## config.mk

```make
export PLATFORM = sky130hd
export DESIGN_NAME = alu_cmd_engine_flat
export DESIGN_NICKNAME = d
export VERILOG_FILES = /design/src/rtl/alu_pkg.sv /design/src/rtl/alu_cmd_engine_if.sv /design/src/rtl/alu_datapath.sv /design/src/rtl/alu_cmd_engine.sv /design/src/flat_wrapper.sv
export SDC_FILE = /design/constraint.sdc
export NUM_CORES = 1
export LEC_CHECK = 0
export CAP_MARGIN = 10
export CORE_MARGIN = 2
export CORE_UTILIZATION = 55
export CTS_CLUSTER_SIZE = 14
export DETAILED_ROUTE_END_ITERATION = 6
export PLACE_DENSITY_LB_ADDON = 0.08
export SYNTH_ARGS = -nofsm -noshare
export SYNTH_HDL_FRONTEND = slang
export SYNTH_SLANG_ARGS = --single-unit
```

## constraint.sdc

```tcl
create_clock -name clk -period 6.7 [get_ports clk]
set_input_delay 1.34 -clock clk [delete_from_list [all_inputs] [get_ports clk]]
set_output_delay 1.34 -clock clk [all_outputs]
set_load 0.02 [all_outputs]
```

## src/rtl/alu_pkg.sv

```systemverilog
// Shared opcode encodings, FSM state type and captured-command payload for the ALU command engine.
package alu_pkg;

    localparam int unsigned ALU_SIZE  = 4;
    localparam int unsigned ALU_NREGS = 4;
    localparam int unsigned ALU_RW    = $clog2(ALU_NREGS);
    localparam int unsigned OP_W      = 3;

    localparam logic [OP_W-1:0] OP_ADD  = 3'b000;
    localparam logic [OP_W-1:0] OP_SUB  = 3'b001;
    localparam logic [OP_W-1:0] OP_AND  = 3'b010;
    localparam logic [OP_W-1:0] OP_OR   = 3'b011;
    localparam logic [OP_W-1:0] OP_XOR  = 3'b100;
    localparam logic [OP_W-1:0] OP_SHL  = 3'b101;
    localparam logic [OP_W-1:0] OP_SHR  = 3'b110;
    localparam logic [OP_W-1:0] OP_PASS = 3'b111;

    typedef enum logic [1:0] {
        IDLE = 2'd0,
        EXEC = 2'd1,
        RESP = 2'd2
    } state_t;

    // Field widths follow the package defaults that the engine parameters default to.
    typedef struct packed {
        logic [OP_W-1:0]     op;
        logic [ALU_RW-1:0]   rd;
        logic [ALU_RW-1:0]   rs1;
        logic [ALU_RW-1:0]   rs2;
        logic                imm_sel;
        logic [ALU_SIZE-1:0] imm;
    } cmd_t;

endpackage

```

## src/rtl/alu_cmd_engine_if.sv

```systemverilog
// Command and response valid/ready channels between an issuer and the ALU command engine.
interface alu_cmd_engine_if #(
    parameter int unsigned SIZE  = 4,
    parameter int unsigned NREGS = 4
);
    localparam int unsigned RW = $clog2(NREGS);

    logic            cmd_valid;
    logic            cmd_ready;
    logic [2:0]      cmd_op;
    logic [RW-1:0]   cmd_rd;
    logic [RW-1:0]   cmd_rs1;
    logic [RW-1:0]   cmd_rs2;
    logic            cmd_imm_sel;
    logic [SIZE-1:0] cmd_imm;

    logic            rsp_valid;
    logic            rsp_ready;
    logic [SIZE-1:0] rsp_data;
    logic            rsp_carry;
    logic [RW-1:0]   rsp_rd;

    modport master (
        output cmd_valid, cmd_op, cmd_rd, cmd_rs1, cmd_rs2, cmd_imm_sel, cmd_imm, rsp_ready,
        input  cmd_ready, rsp_valid, rsp_data, rsp_carry, rsp_rd
    );

    modport slave (
        input  cmd_valid, cmd_op, cmd_rd, cmd_rs1, cmd_rs2, cmd_imm_sel, cmd_imm, rsp_ready,
        output cmd_ready, rsp_valid, rsp_data, rsp_carry, rsp_rd
    );

endinterface

```

## src/rtl/alu_datapath.sv

```systemverilog
// Combinational ALU: arithmetic, logic and logical shifts on SIZE-bit operands with carry/borrow.
module alu_datapath
    import alu_pkg::*;
#(
    parameter int unsigned SIZE = ALU_SIZE
) (
    input  logic [SIZE-1:0] a,
    input  logic [SIZE-1:0] b,
    input  logic [2:0]      op,
    output logic [SIZE-1:0] result_c,
    output logic            carry_c
);

    localparam logic [SIZE-1:0] SHAMT_LIMIT = SIZE'(SIZE);

    logic [SIZE:0] sum;
    logic [SIZE:0] diff;
    logic          shift_oob;

    always_comb begin
        sum       = {1'b0, a} + {1'b0, b};
        diff      = {1'b0, a} - {1'b0, b};
        shift_oob = (b >= SHAMT_LIMIT);
        result_c  = '0;
        carry_c   = 1'b0;
        // Unknown or X opcodes fall through to the zero default.
        case (op)
            OP_ADD: begin
                result_c = sum[SIZE-1:0];
                carry_c  = sum[SIZE];
            end
            OP_SUB: begin
                result_c = diff[SIZE-1:0];
                carry_c  = diff[SIZE];
            end
            OP_AND:  result_c = a & b;
            OP_OR:   result_c = a | b;
            OP_XOR:  result_c = a ^ b;
            OP_SHL:  result_c = shift_oob ? '0 : (a << b);
            OP_SHR:  result_c = shift_oob ? '0 : (a >> b);
            OP_PASS: result_c = a;
            default: ;
        endcase
    end

endmodule

```

## src/rtl/alu_cmd_engine.sv

```systemverilog
// Sequential ALU command front-end: accepts a command, reads the register file, executes,
// writes back and returns the result over a held response channel.
module alu_cmd_engine
    import alu_pkg::*;
#(
    parameter int unsigned SIZE  = ALU_SIZE,
    parameter int unsigned NREGS = ALU_NREGS,
    parameter int unsigned CNT_W = 16
) (
    input  logic             clk,
    input  logic             rst,
    alu_cmd_engine_if.slave  bus,
    output logic             busy,
    output logic [CNT_W-1:0] ops_done
);

    localparam int unsigned RW = $clog2(NREGS);

    state_t          state;
    state_t          next_state;
    cmd_t            cmd_q;
    logic [SIZE-1:0] regs [NREGS];

    logic             cmd_ready_q, cmd_ready_d;
    logic             rsp_valid_q, rsp_valid_d;
    logic             busy_q, busy_d;
    logic [SIZE-1:0]  rsp_data_q;
    logic             rsp_carry_q;
    logic [RW-1:0]    rsp_rd_q;
    logic [CNT_W-1:0] ops_done_q;

    logic            cmd_fire;
    logic            rsp_fire;
    logic [RW-1:0]   rs1_idx;
    logic [RW-1:0]   rs2_idx;
    logic [RW-1:0]   rd_idx;
    logic [SIZE-1:0] op_a;
    logic [SIZE-1:0] op_b;
    logic [SIZE-1:0] alu_result;
    logic            alu_carry;

    assign cmd_fire = bus.cmd_valid && cmd_ready_q;
    assign rsp_fire = rsp_valid_q && bus.rsp_ready;

    // State register.
    always_ff @(posedge clk or posedge rst) begin
        if (rst) begin
            state <= IDLE;
        end else begin
            state <= next_state;
        end
    end

    // Next-state logic.
    always_comb begin
        next_state = state;
        case (state)
            IDLE:    if (cmd_fire) next_state = EXEC;
            EXEC:    next_state = RESP;
            RESP:    if (rsp_fire) next_state = IDLE;
            default: next_state = IDLE;
        endcase
    end

    // Output decode from the upcoming state so the registered flags line up with it.
    always_comb begin
        cmd_ready_d = 1'b0;
        rsp_valid_d = 1'b0;
        busy_d      = 1'b1;
        case (next_state)
            IDLE: begin
                cmd_ready_d = 1'b1;
                busy_d      = 1'b0;
            end
            RESP:    rsp_valid_d = 1'b1;
            default: ;
        endcase
    end

    always_ff @(posedge clk or posedge rst) begin
        if (rst) begin
            cmd_ready_q <= 1'b0;
            rsp_valid_q <= 1'b0;
            busy_q      <= 1'b0;
        end else begin
            cmd_ready_q <= cmd_ready_d;
            rsp_valid_q <= rsp_valid_d;
            busy_q      <= busy_d;
        end
    end

    // Operand fetch; register 0 always reads as zero.
    always_comb begin
        rs1_idx = RW'(cmd_q.rs1);
        rs2_idx = RW'(cmd_q.rs2);
        rd_idx  = RW'(cmd_q.rd);
        op_a    = (rs1_idx == '0) ? '0 : regs[rs1_idx];
        op_b    = (rs2_idx == '0) ? '0 : regs[rs2_idx];
        if (cmd_q.imm_sel) begin
            op_b = SIZE'(cmd_q.imm);
        end
    end

    alu_datapath #(
        .SIZE (SIZE)
    ) u_datapath (
        .a        (op_a),
        .b        (op_b),
        .op       (cmd_q.op),
        .result_c (alu_result),
        .carry_c  (alu_carry)
    );

    // Command capture, write-back, response payload and completion counter.
    always_ff @(posedge clk or posedge rst) begin
        if (rst) begin
            cmd_q       <= '0;
            rsp_data_q  <= '0;
            rsp_carry_q <= 1'b0;
            rsp_rd_q    <= '0;
            ops_done_q  <= '0;
            for (int i = 0; i < int'(NREGS); i++) begin
                regs[i] <= '0;
            end
        end else begin
            if (state == IDLE && cmd_fire) begin
                cmd_q.op      <= bus.cmd_op;
                cmd_q.rd      <= ALU_RW'(bus.cmd_rd);
                cmd_q.rs1     <= ALU_RW'(bus.cmd_rs1);
                cmd_q.rs2     <= ALU_RW'(bus.cmd_rs2);
                cmd_q.imm_sel <= bus.cmd_imm_sel;
                cmd_q.imm     <= ALU_SIZE'(bus.cmd_imm);
            end
            if (state == EXEC) begin
                if (rd_idx != '0) begin
                    regs[rd_idx] <= alu_result;
                end
                rsp_data_q  <= alu_result;
                rsp_carry_q <= alu_carry;
                rsp_rd_q    <= rd_idx;
            end
            if (state == RESP && rsp_fire) begin
                ops_done_q <= ops_done_q + CNT_W'(1);
            end
        end
    end

    assign bus.cmd_ready = cmd_ready_q;
    assign bus.rsp_valid = rsp_valid_q;
    assign bus.rsp_data  = rsp_data_q;
    assign bus.rsp_carry = rsp_carry_q;
    assign bus.rsp_rd    = rsp_rd_q;
    assign busy          = busy_q;
    assign ops_done      = ops_done_q;

endmodule
```

## src/flat_wrapper.sv

```systemverilog
// flat-port wrapper written by rule: the top's interface ports become plain ports
module alu_cmd_engine_flat import alu_pkg::*;
#(
    parameter int unsigned SIZE  = ALU_SIZE,
    parameter int unsigned NREGS = ALU_NREGS,
    parameter int unsigned CNT_W = 16
)
  (clk, rst, busy, ops_done, bus_cmd_valid, bus_cmd_op, bus_cmd_rd, bus_cmd_rs1, bus_cmd_rs2, bus_cmd_imm_sel, bus_cmd_imm, bus_rsp_ready, bus_cmd_ready, bus_rsp_valid, bus_rsp_data, bus_rsp_carry, bus_rsp_rd);
  alu_cmd_engine_if #(.SIZE(SIZE), .NREGS(NREGS)) bus_i ();
  input  logic clk;
  input  logic rst;
  output logic busy;
  output logic [CNT_W-1:0] ops_done;
  input wire logic [$bits(bus_i.cmd_valid)-1:0] bus_cmd_valid;
  input wire logic [$bits(bus_i.cmd_op)-1:0] bus_cmd_op;
  input wire logic [$bits(bus_i.cmd_rd)-1:0] bus_cmd_rd;
  input wire logic [$bits(bus_i.cmd_rs1)-1:0] bus_cmd_rs1;
  input wire logic [$bits(bus_i.cmd_rs2)-1:0] bus_cmd_rs2;
  input wire logic [$bits(bus_i.cmd_imm_sel)-1:0] bus_cmd_imm_sel;
  input wire logic [$bits(bus_i.cmd_imm)-1:0] bus_cmd_imm;
  input wire logic [$bits(bus_i.rsp_ready)-1:0] bus_rsp_ready;
  output wire logic [$bits(bus_i.cmd_ready)-1:0] bus_cmd_ready;
  output wire logic [$bits(bus_i.rsp_valid)-1:0] bus_rsp_valid;
  output wire logic [$bits(bus_i.rsp_data)-1:0] bus_rsp_data;
  output wire logic [$bits(bus_i.rsp_carry)-1:0] bus_rsp_carry;
  output wire logic [$bits(bus_i.rsp_rd)-1:0] bus_rsp_rd;
  assign bus_i.cmd_valid = bus_cmd_valid;
  assign bus_i.cmd_op = bus_cmd_op;
  assign bus_i.cmd_rd = bus_cmd_rd;
  assign bus_i.cmd_rs1 = bus_cmd_rs1;
  assign bus_i.cmd_rs2 = bus_cmd_rs2;
  assign bus_i.cmd_imm_sel = bus_cmd_imm_sel;
  assign bus_i.cmd_imm = bus_cmd_imm;
  assign bus_i.rsp_ready = bus_rsp_ready;
  assign bus_cmd_ready = bus_i.cmd_ready;
  assign bus_rsp_valid = bus_i.rsp_valid;
  assign bus_rsp_data = bus_i.rsp_data;
  assign bus_rsp_carry = bus_i.rsp_carry;
  assign bus_rsp_rd = bus_i.rsp_rd;
  alu_cmd_engine #(.SIZE(SIZE), .NREGS(NREGS), .CNT_W(CNT_W)) u_core (.clk(clk), .rst(rst), .bus(bus_i), .busy(busy), .ops_done(ops_done));
endmodule
```

# Word-level counts from Yosys, hierarchy flattened
# Cells that the tools add are included.
# totals
output_inout_bits	26
register_bits	58
input_bits	18
# op_classes
n_addsub	3
n_lt_le_gt_ge	5
reduce_logical	12
muxes	22
n_shift	2
n_eq_ne	10
bitwise_logic	6
# ops
cell	count
$mux 4	10
$pmux 4 s8	1
$add 16x1->16 const B	1
$bmux 4 s2	2
$bwmux 16	1
$eq 3x3->1 const B	4
$ge 3x3->1 const B	3
$not 2->3	3
$demux 4 s2	1
$logic_not 2->1	4
$eq 3x2->1 const B	2
$pmux 2 s3	1
$add 4x4->5	1
$logic_and 1x1->1	5
$sub 4x4->5	1
$and 4x4->4	1
$eq 2x2->1 const B	2
$ge 4x3->1 const B	1
$mux 2	2
$or 4x4->4	1
$shl 4x4->4	1
$shr 4x4->4	1
$xor 4x4->4	1
$eq 3x1->1 const B	1
other kinds (7)	9

# Logic depth before layout (Yosys ltp)
# Gate-level depths: netlist of run 1.
# depth
word_depth	10
ltp_mapped	13

# Cells and area by module
# A second synthesis of run 1 with hierarchy kept.
# hier_totals
hier_cells	298
area_unflattened_um2	3105.5
# modules_own_cells
module	instances	area_each_um2	cells_per_inst
alu_cmd_engine	1	2337.2	193
alu_datapath	1	768.2	105

# Worst setup path after synthesis of run 1
# OpenSTA, ideal clock, no wires.
# synth_timing
path_kind	register -> register
start	reg u_core.cmd_q, in the netlist u_core.rs2_idx[1]
end	reg u_core.regs[5] (netlist bit)
setup_slack_ns	3.405
path_buffers	1
arrival_ns	3.154
period_less_slack_ns	3.295
path_stages_with_launch	14
cell_sequence	dfrtp_1 > buf_6 > mux2_4 > a221oi_4 > inv_4 > ha_1 > inv_1 > ha_1 > or2_2 > a31o_2 > a221oi_1 > o41ai_1 > nor3_1 > a21oi_1
# synth_between
elab_chain_cells	10
word_cells_on_any_way	19
cone_classes	add/sub (2); order compare (1); shift (2); mux (9); bitwise (4); reduce/logical (1)
# synth_rtl
element	line_no	rtl
from (decl)	alu_cmd_engine.sv:21	cmd_t cmd_q;
$not 2->3 (not written as such)	alu_cmd_engine.sv:98	op_b = (rs2_idx == '0) ? '0 : regs[rs2_idx];
$bmux 4 s2	alu_cmd_engine.sv:98	
$mux 4 (not written as such) (2 in series)	alu_cmd_engine.sv:98	
$mux 4 *	alu_cmd_engine.sv:98	
$mux 4 *	alu_cmd_engine.sv:99	if (cmd_q.imm_sel) begin
$ge 4x3->1, or another cell as far along	alu_datapath.sv:23	shift_oob = (b >= SHAMT_LIMIT);
$mux 4, on equally long branches	alu_datapath.sv:40, alu_datapath.sv:39	
$pmux 4 s8 *	alu_datapath.sv:27	case (op)
$bwmux 16 *	alu_cmd_engine.sv:136	regs[rd_idx] <= alu_result;
to (signal, indexed assignment)	alu_cmd_engine.sv:136	
to (decl)	alu_cmd_engine.sv:22	logic [SIZE-1:0] regs [NREGS];
# Every way passes the cells marked *; elsewhere a longest branch is shown, timed or not. The select of a mux whose other input is x is not followed.
# A chain may end at the register's enable or synchronous reset.

# Worst setup path in the final report of run 1
# layout_timing
start	reg u_core.cmd_q[4] (netlist bit)
end	reg u_core.rsp_data_q[1] (netlist: u_core.bus.rsp_data[1])
# layout_between
elab_chain_cells	4
word_cells_on_any_way	12
cone_classes	add/sub (2); order compare (1); shift (2); mux (4); bitwise (3)
# layout_rtl
element	line_no	rtl
$mux 4 *	alu_cmd_engine.sv:99	
$ge 4x3->1, or another cell as far along	alu_datapath.sv:23	
$mux 4, on equally long branches	alu_datapath.sv:40, alu_datapath.sv:39	
$pmux 4 s8 *	alu_datapath.sv:27	
to (signal assigned)	alu_cmd_engine.sv:138	rsp_data_q <= alu_result;
to (decl)	alu_cmd_engine.sv:27	logic [SIZE-1:0] rsp_data_q;
# Every way passes the cells marked *; elsewhere a longest branch is shown, timed or not.

==> flow_summary.toml, run 1 <==
[power_and_ir_drop]
power.density_nw_per_um2 = 545
p_clk_share_pct = 10.9
switching_share_pct = 46.8
seq_power_share_pct = 29.9
p_leak_nw = 1.64
p_int_mw = 1.11
p_sw_uw = 978
pwr-share-comb_pct = 59.2
ir_drop_mv = 0.412

[critical_path]
slowest_delay_ns = 0.65
critical_path.slowest_cell = "dfrtp_1"
worst_ep_arrival_time_ns = 3.93
start_kind = "flop"
cp_cell_sequence = "nor2b_1 -> a221oi_4 -> inv_4 -> ha_1 -> inv_1 -> ha_1 -> or2_2 -> a31o_2 -> a221oi_1 -> o41ai_1 -> nor3_1 -> a21oi_1"
worst_setup_path_end_kind = "flop"
critPathRequiredTime_ns = 6.85
path_class = "flop to flop"
cp_max_fo = 13
crit_path_frequent_cell = "ha_1"

[sta]
min_period_ns = 3.77
relSlewSlack_pct = 36.4
finClkSkew_ns = 0.0138
hold_viol_final = 0
worstMarginPinSlew_ns = 0.953
final_max_slew_viol_count = 0
tns_ns = 0
finalSetupViolations = 0
fin_crit_sh_pct = 56.3
fin_ws_ns = 2.93
rsz0062_at_grt = "no"
max_freq_ghz = 0.265

[synth]
synth_fp_nets = 363
ys_types = 58
ys.warnings.count = 0
postSynthAreaPerCell_sq_um = 9.83
synth-seq-cells = 56
ys.flop_type = "dfrtp_1"
netlist_area_sq_um = 3250
synth_edf_count = 0
ys_seq_area_share_pct = 43.1
syn_inst = 331
synth_async_sr_flop_share_pct = 100

[drt]
dr.max_layer_used = "met4"
first_iter_violations = 159
met2_length_mm = 3.36
route.final.wire_length_mm = 7.21
postRouteAntennaNets = 0
dr.pass1.iters = 4
wl_per_cell_microns = 16.3
wl_met1_mm = 3.38
viasPerCell = 5.85
dr_wl_met3_microns = 376
drc = 0
dr_total_vias = 2590

[clock_tree]
h-tree-depth = 2
clkLatencyLatePin_ns = 0.32
postCtsSetupRepairBufs = 0
hold_buffers = 0
ctsRootBufferMaster = "clkbuf_8"
clock_path_buffers = 2
tritoncts = "done"
clk_pin_slew_ns = 0.10
clock_sinks = 56
cts_buffers = 5
ctsResizeCount = 0

[cells_and_area]
postLayoutCoreUtil_pct = 66.0
syn2layout_area_growth_pct = 17.9
instances_no_fill = 443
fin_nets = 399
layout-drive-gt1-share_pct = 10.9
nFillCells = 509
num_antenna_cells = 0

[global_routing]
grt_pass1_wl_mm = 11.5
grt_max_degree = 57
grt_overflow = 0
grtUsageTotal_pct = 22.9
antenna_found_initial = 0
grt_pass1_vias = 2381

[placement]
gp_congestion = 0.958
place_ws_ns = 2.93
portBuffers = 43
dp.final_hpwl_mm = 5.27
dp_cells = 435

[die]
core_sq_um = 5820
start_util_pct = 56.0
fp-row-count = 28
io_pins = 44
die_area_sq_um = 6550
fp.dieH_microns = 80.9
die_w_microns = 80.9

[min_path]
hold_path.class = "flop to flop"

[run_status]
status = "completed"

[flow_run]
maxCapViolCount = 0
==> Yosys cell counts, types with 2 or more instances <==
cell | n | area share (%)
dfrtp_1 | 56 | 43
nor2_1 | 31 | 3.6
nand2_1 | 28 | 3.2
inv_1 | 20 | 2.3
mux2_2 | 16 | 5.5
a21oi_1 | 14 | 2.2
a31oi_1 | 14 | 2.7
ha_1 | 13 | 5.0
o21ai_0 | 13 | 2.0
xnor2_1 | 11 | 3.0
clkbuf_1 | 10 | 1.2
nand3_1 | 9 | 1.4
nor3_1 | 7 | 1.1
nor2b_1 | 6 | 1.2
nand4_1 | 5 | 0.96
xor2_1 | 5 | 1.3
a22o_1 | 4 | 1.1
buf_2 | 4 | 0.62
mux2i_1 | 4 | 1.2
nand3b_1 | 4 | 0.92
a221oi_1 | 3 | 0.81
nor3b_1 | 3 | 0.69
nor4_1 | 3 | 0.58
o32ai_1 | 3 | 0.81
a21boi_0 | 2 | 0.46
a221o_1 | 2 | 0.62
a22oi_1 | 2 | 0.46
and3_1 | 2 | 0.38
and4_1 | 2 | 0.54
nand2b_1 | 2 | 0.38
nor4bb_1 | 2 | 0.62
o211ai_2 | 2 | 0.77
or2_2 | 2 | 0.38
or2b_1 | 2 | 0.46
or3_1 | 2 | 0.38
==> power by group through the flow <==
| stage | Combinational [mW] | Sequential [mW] | Clock (mW) |
|---|---|---|---|
| 2_1_floorplan | 0.936 | 0.592 | 0 |
| 3_3_place_gp | 1.20 | 0.625 | 0 |
| 3_5_place_dp | 1.22 | 0.629 | 0 |
| 4_1_cts | 1.23 | 0.623 | 0.234 |
| 5_1_grt | 1.36 | 0.646 | 0.248 |
| 6_report | 1.24 | 0.625 | 0.228 |
==> sequential cells by signal, summed over array words and instances, names as in the netlist <==
| signal | count |
|---|---|
| u_core.busy | 1 |
| u_core.state | 2 |
| u_core.bus.rsp_valid | 1 |
| u_core.regs | 14 |
| u_core.bus.cmd_ready | 1 |
| u_core.bus.rsp_rd | 2 |
| u_core.bus.rsp_data | 4 |
| u_core.bus.rsp_carry | 1 |
| u_core.rd_idx | 2 |
| u_core.ops_done | 16 |
| u_core.rs1_idx | 2 |
| u_core.cmd_q | 8 |
| u_core.rs2_idx | 2 |
==> cell usage in the layout (no fill, tap or decap), drive strengths merged, types with 9 or more instances in the layout <==
master	n
ha	13
inv	22
clkdlybuf4s50	43
xnor2	11
dfrtp	56
nand2	28
a31oi	14
o21ai	14
nor2	32
mux2	17
a21oi	14
nand3	9
==> critical path: cells and delay by family, from the launching register on <==
family | cells | cell delay [ns]
and+or+nand+nor | 3 | 0.82
DFF | 1 | 0.65
adders and majority gates | 2 | 0.64
AOI/OAI and AO/OA | 5 | 1.35
buffers and inverters | 2 | 0.17
==> per-layer routing <==
| metal | global-route usage, % | vias to the layer above |
|---|---|---|
| met5 | 0 | - |
| met4 | 6.78 | 0 |
| met3 | 4.00 | 9 |
| met2 | 36.2 | 75 |
| met1 | 32.4 | 1249 |
| li1 | - | 1257 |
==> cell families after synthesis <==
family                     synth area share [%]
and+or+nand+nor                            18.1
adders and majority gates                  5.61
muxes                                      8.04
xor gates and xnor gates                   4.31
buffers and inverters                      4.73
AOI/OAI and AO/OA                          16.1
DFF                                        43.1
==> final timing paths <==
kind | slack, ns | cells past startpoint | from | to
setup / recovery | 2.93 | 12 | u_core.cmd_q[4] | u_core.bus.rsp_data[1]
min in group asynchronous | 1.52 | 3 | rst | u_core.cmd_q[12]
setup reg to reg | 2.93 | 12 | u_core.cmd_q[4] | u_core.bus.rsp_data[1]
hold / removal | 0.39 | 0 | u_core.regs[15] | u_core.regs[15]
hold reg to reg | 0.39 | 0 | u_core.regs[15] | u_core.regs[15]
max in group asynchronous | 4.70 | 3 | rst | u_core.bus.rsp_data[1]
==> layout make-up <==
cell class	instances	area, sq um	area share, %
inverter	21	81.3	2.12
tap	75	93.8	2.45
multi-input combinational	238	1700	44.4
clock inverter	2	38.8	1.01
clock buffer	6	72.6	1.89
timing repair buffer	45	445	11.6
sequential	56	1400	36.5
==> stage by stage <==
| stage | area (sq um) | hold slack, ns | power, mW |
|---|---|---|---|
| detailed placement | 3730 | 0.371 | 1.85 |
| floorplan | 3250 | 0.428 | 1.53 |
| finish | 3840 | 0.388 | 2.09 |
| global route | 3840 | 0.420 | 2.26 |
| global placement | 3730 | 0.373 | 1.83 |
| CTS | 3840 | 0.395 | 2.08 |
Power figures use the tool's default switching activity.
==> inputs of run 2 (changes only) <==
CORE_UTILIZATION = 50   (was 55)
clock period = 3.4 ns   (was 6.7 ns; I/O delays follow)
==> flow_summary.toml, run 2 (synthesis gave the netlist of run 1 again) <==
[critical_path]
cp_max_fo = 11
worst_setup_path_end_kind = "flop"
r2r_cells = 12
path_delay_family = "compound AO/OA/AOI/OAI gates"
worst_ep_arrival_time_ns = 3.37
cp_cell_sequence = "nor2_1 -> a22o_1 -> nor2_2 -> ha_1 -> inv_1 -> fa_1 -> xnor2_1 -> or3_1 -> o21ai_0 -> a221o_1 -> a2111oi_4 -> a31oi_1"
path_buf_inv = 1
critPathRequiredTime_ns = 3.57
slowest_delay_ns = 0.58
path_class = "flop to flop"
reg2reg_slack_ns = 0.20
critical_path.slowest_cell = "dfrtp_1"
crit_cells = 12
start_kind = "flop"

[clock_tree]
hold_buffers = 0
tritoncts = "done"
clk_pin_slew_ns = 0.11
ctsRootBufferMaster = "clkbuf_8"
h-tree-depth = 2
clock_path_buffers = 2
clkLatencyLatePin_ns = 0.31
clock_sinks = 56
cts_buffers = 5

[sta]
relSlewSlack_pct = 57.4
final_max_slew_viol_count = 0
min_period_ns = 3.20
hold_viol_final = 0
rsz0062_at_grt = "no"
finClkSkew_ns = 0.00696
fin_crit_sh_pct = 94.2
holdWs_ns = 0.386
max_freq_ghz = 0.312
finalSetupViolations = 0
tns_ns = 0
worstMarginPinSlew_ns = 0.636

[cells_and_area]
syn2layout_area_growth_pct = 21.6
nFillCells = 563
final_common_cell = "dfrtp_1"
layout-drive-gt1-share_pct = 15.9
final_area_sq_um = 3960
fin_nets = 415
num_antenna_cells = 0
final_cell_mix = "dfrtp_1 (53), clkdlybuf4s50_1 (43), nor2_1 (31)"
largest_reg_flops = 16

[die]
start_util_pct = 51.5
die_area_sq_um = 7170
fp-row-count = 29
die_w_microns = 84.7
io_pins = 44
core_sq_um = 6310
fp.dieH_microns = 84.7

[placement]
placed_area_sq_um = 3830
gp_congestion = 0.921
portBuffers = 43
dp.final_hpwl_mm = 5.70

[global_routing]
grt_pass1_vias = 2556
grt_pass1_wl_mm = 13.0
antenna_found_initial = 0
grt_overflow = 0
grt_max_degree = 26
grtUsageTotal_pct = 22.4

[power_and_ir_drop]
power.density_nw_per_um2 = 1090
ir_drop_mv = 0.556
p_leak_nw = 1.71

[drt]
dr.pass1.iters = 4
dr_total_vias = 2655
wl_per_cell_microns = 16.5
route.final.wire_length_mm = 7.60
postRouteAntennaNets = 0
first_iter_violations = 157
viasPerCell = 5.76
drc = 0

[flow_run]
maxCapViolCount = 0

[run_status]
status = "completed"

[min_path]
holdPathStages = 0
hold_path.class = "flop to flop"
## run 2: cell types whose count changed in the layout (fill, tap and decap cells not counted), sizes merged
cell	change
clkbuf	-1
buf	+16
bufinv	-1
clkinvlp	+1
clkinv	+1
## run 2: cell type report
class / instances / area (sq um) / share of cell area [%]
Timing Repair Buffer: 61 / 566 / 14.3
Tap cell: 77 / 96.3 / 2.43
Clock inverter: 3 / 21.3 / 0.537
Multi-Input combinational cell: 238 / 1720 / 43.4
Inverter: 21 / 81.3 / 2.06
Clock buffer: 5 / 68.8 / 1.74
Sequential cell: 56 / 1410 / 35.5
## run 2: worst register-to-register path: stages (launching register included)
cell       delay, ns
dfrtp_1         0.58
nor2_1          0.13
a22o_1          0.27
nor2_2          0.14
ha_1            0.23
inv_1           0.07
fa_1            0.41
xnor2_1         0.17
or3_1           0.12
o21ai_0         0.07
a221o_1         0.33
a2111oi_4       0.41
a31oi_1         0.14
## run 2: per-stage QoR
step | power [mW] | util [%] | cells | setup WS (ns)
final | 4.32 | 62.7 | 461 | 0.198
after global routing | 4.71 | 62.7 | 461 | 0.0117
after CTS | 4.24 | 62.0 | 458 | 0.0298
after detailed placement | 3.85 | 60.6 | 450 | 0.0527
after global placement | 3.80 | 60.6 | 450 | 0.134
after floorplan | 3.01 | - | 331 | 0.105
## run 2: repair_timing
item | CTS | global route
gates resized for setup | 0 | 5
buffers inserted | 0 | 3
hold endpoints to repair | 0 | 0
endpoints found under the setup margin | 0 | 8
## run 2: layer usage
layer  GRT usage [%]  vias up  wire length, microns
met5               0        -                     0
met4            7.07        0                   127
met3            3.44        8                   437
met2            33.1       88                  3350
met1            33.8     1270                  3680
li1                -     1289                     -
## run 2: where the power goes
part	switching, mW	internal, mW
Combinational	1.47	1.25
Sequential	0.300	0.918
Clock	0.234	0.147
Total	2.00	2.32
## run 2: path summary, 6_finish.rpt
| kind | from | to |
|---|---|---|
| min reg2reg | u_core.regs[12] | u_core.regs[12] |
| max | u_core.cmd_q[4] | u_core.regs[6] |
| max in group asynchronous | rst | u_core.rs2_idx[0] |
| min in group asynchronous | rst | u_core.ops_done[0] |
| min | u_core.regs[12] | u_core.regs[12] |
| max reg2reg | u_core.cmd_q[4] | u_core.regs[6] |
